$ cat src/rtl/mem_wb_stage.sv
// MEM/WB pipeline register with load-data extraction, stall-safe read-data holding
// and a retirement counter.
module mem_wb_stage (
    input  logic        CLK,
    input  logic        RST,
    input  logic        ValidIn,
    input  logic [31:0] AluResult,
    input  logic [2:0]  LoadType,
    input  logic        RegWrite,
    input  logic [4:0]  WriteReg,
    input  logic [31:0] MemReadData,
    input  logic        Stall,
    input  logic        Flush,
    output logic [31:0] WbData,
    output logic [4:0]  WbReg,
    output logic        WbRegWrite,
    output logic        WbValid,
    output logic [15:0] RetireCount
);

    typedef enum logic [2:0] {
        LD_NONE = 3'd0,
        LD_W    = 3'd1,
        LD_H    = 3'd2,
        LD_HU   = 3'd3,
        LD_B    = 3'd4,
        LD_BU   = 3'd5
    } load_e;

    logic        valid_q;
    logic [31:0] alu_q;
    logic [2:0]  load_q;
    logic        reg_write_q;
    logic [4:0]  write_reg_q;
    logic [31:0] hold_q;
    logic        hold_valid_q;
    logic [15:0] retire_q;

    // Pipeline register: Stall wins over Flush; Flush only kills the valid bit.
    always_ff @(posedge CLK or posedge RST) begin
        if (RST) begin
            valid_q     <= 1'b0;
            alu_q       <= 32'd0;
            load_q      <= 3'd0;
            reg_write_q <= 1'b0;
            write_reg_q <= 5'd0;
        end else if (!Stall) begin
            valid_q     <= ValidIn & ~Flush;
            alu_q       <= AluResult;
            load_q      <= LoadType;
            reg_write_q <= RegWrite;
            write_reg_q <= WriteReg;
        end
    end

    // The memory output is only valid for one cycle after the address; keep it
    // across a stall so the held load still sees its own data.
    always_ff @(posedge CLK or posedge RST) begin
        if (RST) begin
            hold_q       <= 32'd0;
            hold_valid_q <= 1'b0;
        end else if (!Stall) begin
            hold_valid_q <= 1'b0;
        end else if (!hold_valid_q) begin
            hold_q       <= MemReadData;
            hold_valid_q <= 1'b1;
        end
    end

    always_ff @(posedge CLK or posedge RST) begin
        if (RST) begin
            retire_q <= 16'd0;
        end else if (!Stall && valid_q) begin
            retire_q <= retire_q + 16'd1;
        end
    end

    logic [31:0] read_src;
    logic [15:0] half_sel;
    logic [7:0]  byte_sel;
    logic [31:0] wb_data;

    always_comb begin
        read_src = hold_valid_q ? hold_q : MemReadData;
        half_sel = alu_q[1] ? read_src[31:16] : read_src[15:0];
        byte_sel = read_src[7:0];
        case (alu_q[1:0])
            2'd0:    byte_sel = read_src[7:0];
            2'd1:    byte_sel = read_src[15:8];
            2'd2:    byte_sel = read_src[23:16];
            default: byte_sel = read_src[31:24];
        endcase

        // Encodings 6 and 7 fall into the default and behave as non-loads.
        wb_data = alu_q;
        case (load_q)
            LD_W:    wb_data = read_src;
            LD_H:    wb_data = {{16{half_sel[15]}}, half_sel};
            LD_HU:   wb_data = {16'd0, half_sel};
            LD_B:    wb_data = {{24{byte_sel[7]}}, byte_sel};
            LD_BU:   wb_data = {24'd0, byte_sel};
            default: wb_data = alu_q;
        endcase
    end

    assign WbData      = wb_data;
    assign WbReg       = write_reg_q;
    assign WbRegWrite  = valid_q & reg_write_q & (write_reg_q != 5'd0);
    assign WbValid     = valid_q;
    assign RetireCount = retire_q;

endmodule

$ cat config.mk
export PLATFORM = sky130hd
export DESIGN_NAME = mem_wb_stage
export DESIGN_NICKNAME = d
export VERILOG_FILES = /design/src/rtl/mem_wb_stage.sv
export SDC_FILE = /design/constraint.sdc
export NUM_CORES = 1
export LEC_CHECK = 0
export ABC_AREA = 1
export BUFFER_PORTS_ARGS = -buffer_cell sky130_fd_sc_hd__buf_2
export CAP_MARGIN = 0
export CORE_ASPECT_RATIO = 0.8
export CORE_MARGIN = 2
export CORE_UTILIZATION = 45
export DETAILED_ROUTE_END_ITERATION = 8
export GPL_TIMING_DRIVEN = 0
export PLACE_DENSITY = 0.75
export SLEW_MARGIN = 20
export SYNTH_ARGS = -nofsm -noshare
export SYNTH_HDL_FRONTEND = slang
export SYNTH_SLANG_ARGS = --single-unit
$ cat constraint.sdc
create_clock -name CLK -period 7.69 [get_ports CLK]
set_input_delay 1.1535 -clock CLK [delete_from_list [all_inputs] [get_ports CLK]]
set_output_delay 1.1535 -clock CLK [all_outputs]
set_load 0.005 [all_outputs]
==> impl_results.md <==
* FILL cells at around 1100
* DRC Markers at 0
* Synth top area share at between 40% and 50%
* Synth unique cells at 33
* Die Y at 98.99 um
* Slew Limit Fails at 0
* Ys async rst share at between 90% and 100%
* Vias in the first global route at roughly 4800
* Final setup violation count at 0
* Buf+Inv Stages, Crit Path at 2
* CP max-delay cell: o21ai_0
* Ports at between 100 and 150
* MaxCap Viol Count at 0
* DPL Wire Length at roughly 12 mm
* Count leader, synth: nand2_1
* Max Root-Sink Buffers at 2
* Pleak at about 3.4 nW
* Largest stage delay, worst path at 0.49 ns
* DP Cell Count at between 900 and 1000
* Synth Area in Simple Gates at between 30 and 40%
* Clock transition at path regs at about 0.060 ns
* Top_reg_cell synth: dfrtp_1
* Dominant cell type by area after synthesis: dfrtp_1
* Fin crit share at between 40 and 50%
* VDD IR max at about 0.12 mV
* Hold Crit Endpoint: alu_q[28]
* Critical path arrival at about 2.3 ns
* Worst min path class: reg -> reg
* Crit-path max FO at 4
* Post-synth EDFFs at 0
* CP most frequent cell: o21ai_0
* # diodes at 0
* Hold Slack at slightly below 0.5 ns
* Post-CTS setup buffer count at 0
* Final wirelength at 15.70 mm
* Final Skew at 0.005228 ns
* PD cells at roughly 210 mW/mm^2
* Clk Tree Root Cell: clkbuf_16
* Worst r2r path cells at 5
* First-pass GRT wire length at approximately 25 mm
* DR vias at 5229
* Utilization after layout at between 50% and 60%
* Area contributors post-synth: dfrtp_1 (45%), nand2_1 (24%), o21ai_0 (4.5%), nand4_1 (3.5%), inv_1 (3.2%)
* Hold Path Stages at 2
* Critical Path Source Type: input port
* RSZ-0062 raised after global routing: false
* Critical path's top delay family: compound AO/OA/AOI/OAI gates
* Overall power at about 0.0013 W
* TritonCTS Buffers at 9
* Setup TNS at 0 ns
* Die Wd at around 120 um
* Reg2Reg Setup Slack at 6.09 ns
* Final Hold Viols at 0
* Max_slew headroom at roughly half
* Period minus WS final at ~3.5 ns
* Final RePlAce weighted congestion at around 0.97
* Skew-Pair Late Insertion Delay at around 0.35 ns
* Syn-to-layout area delta at 22.73%
* Initial antenna violation count at 0
* Actual slew at the worst max-slew pin at about 0.75 ns
* First drt pass iteration count at 5
* Core area at 0.01093 mm^2
* IO Port Bufs at 132
* Reg-to-reg startpoint: hold_valid_q
* Hold Startpoint: alu_q[28]
* Cell Chain, Critical Path: buf_2 -> o21ai_0 -> o21ai_0 -> o21ai_0 -> nand4_1 -> buf_2
* Final Instance Count excl. Fillers at roughly 1000
* Share of layout cells above drive strength 1 at between 20% and 30%
* CP required at 6.54 ns
* Combinational family with the most area after synthesis: simple AND/OR/NAND/NOR gates
* Yosys warns at 0
* Sink Count at 91
* CP endpoint kind: primary output
* # H-tree levels at 3
* CTS tree: done
* Synth Net Count at a little under 800
* Status: finished, final reports clean
* 1st-iter DRT viols at roughly 600
* Synth Area in Adders at less than 1%
* Mux share of post-synthesis cell area at 0%
* Commonest cells post-synth: nand2_1 (324), dfrtp_1 (91), o21ai_0 (46), inv_1 (43), nor2_1 (42)
* Crit Path Class: in -> out
* Antenna-violating nets left at 0
* XOR/XNOR Fraction of Synth Area at 2.244%
* Net count, final at a little over 900
* Register area share after synthesis at 44.87%
* Post-Synthesis Cells at between 700 and 800
* Largest net degree at the start of global routing at 56
* Post-cts resize count at 0
* GRT overflow at 0
* Synth Area in Compound Gates at ~8.3%
* FF-to-FF End: hold_q[1]
* GRT Resource Usage Total at a little over a quarter
* DR WL/cell at around 16 um
* Std-Cell Rows at 34
* Mapped cell area at between 0.005 and 0.006 mm^2
* Hold-fix buffers, CTS at 0
* Synth Register Bits at 91
* Fmax at ~0.29 GHz
* Avg Cell Area, Syn at 7.138 um^2
* Die Footprint at 0.01215 mm^2
* Via/cell ratio at about 5.2
* Initial core utilization at a little under half
placed cells by master (no fill, tap or decap), types with 4 or more instances in the layout:
cell	instances
nand2_1	324
buf_2	140
dfrtp_1	91
o21ai_0	46
nor2_1	42
inv_1	42
nand4_1	28
nand3_1	21
clkbuf_1	17
a31oi_1	12
inv_2	10
xor2_1	10
clkbuf_16	9
o21ai_1	8
a21oi_1	7
buf_6	6
or2_2	6
nand2_2	4
buf_4	4
and2_1	4
per-stage QoR:
stage	worst slack [ns]	instance area, um^2
after floorplan	4.173	5075
after global placement	3.088	5916
after detailed placement	4.187	5948
after CTS	4.184	6228
after global routing	4.015	6228
final	4.211	6228
kinds of logic after synthesis:
| kind of cell | after synthesis |
|---|---|
| buf+inv | 87 |
| xor+xnor | 13 |
| flops | 91 |
| compound gates | 78 |
| fa+ha+maj | 1 |
| simple gates | 441 |
power by group:
| part | internal (W) | switching, W |
|---|---|---|
| registers | 0.000532 | 0.0000406 |
| logic | 0.000132 | 0.000210 |
| clock network | 0.000229 | 0.000190 |
area by class of cell:
type                            count  area, um^2  share of cell area [%]
Sequential cell                    91        2277                   36.56
Multi-Input combinational cell    533        2401                   38.55
Timing Repair Buffer              133       688.2                   11.05
Clock inverter                      5       37.54                  0.6027
Tap cell                          144       180.2                   2.893
Clock buffer                       11       242.7                   3.897
Inverter                           53       203.9                   3.274
Buffer                             34       197.7                   3.174
registers in the layout (all words and copies together), names as in the netlist:
name,flops
RetireCount,16
WbReg,5
WbValid,1
alu_q,32
hold_q,32
hold_valid_q,1
load_q,3
reg_write_q,1
layer usage:
metal | GRT usage, % | up-vias | share of wire, %
met1 | 40.13 | 2384 | 46
met2 | 38.84 | 278 | 42
met5 | 0 | - | 0
met4 | 7.073 | 0 | 1.8
met3 | 6.887 | 24 | 11
li1 | - | 2543 | -
worst max-delay path by stage:
stage                    start              to  cells after the start
2_1_floorplan              RST  RetireCount[0]                      1
3_3_place_gp               RST        alu_q[2]                      2
3_5_place_dp   MemReadData[24]       WbData[0]                      8
4_1_cts        MemReadData[24]       WbData[0]                      8
5_1_grt        MemReadData[24]       WbData[8]                      6
6_report       MemReadData[24]       WbData[8]                      6
tightest hold or removal path, stage by stage, from the launching register on:
cell and delay, ns:
dfrtp_1 0.34, nand2_1 0.05, nand2_1 0.06
No activity file was read; power rests on OpenSTA's default activity.
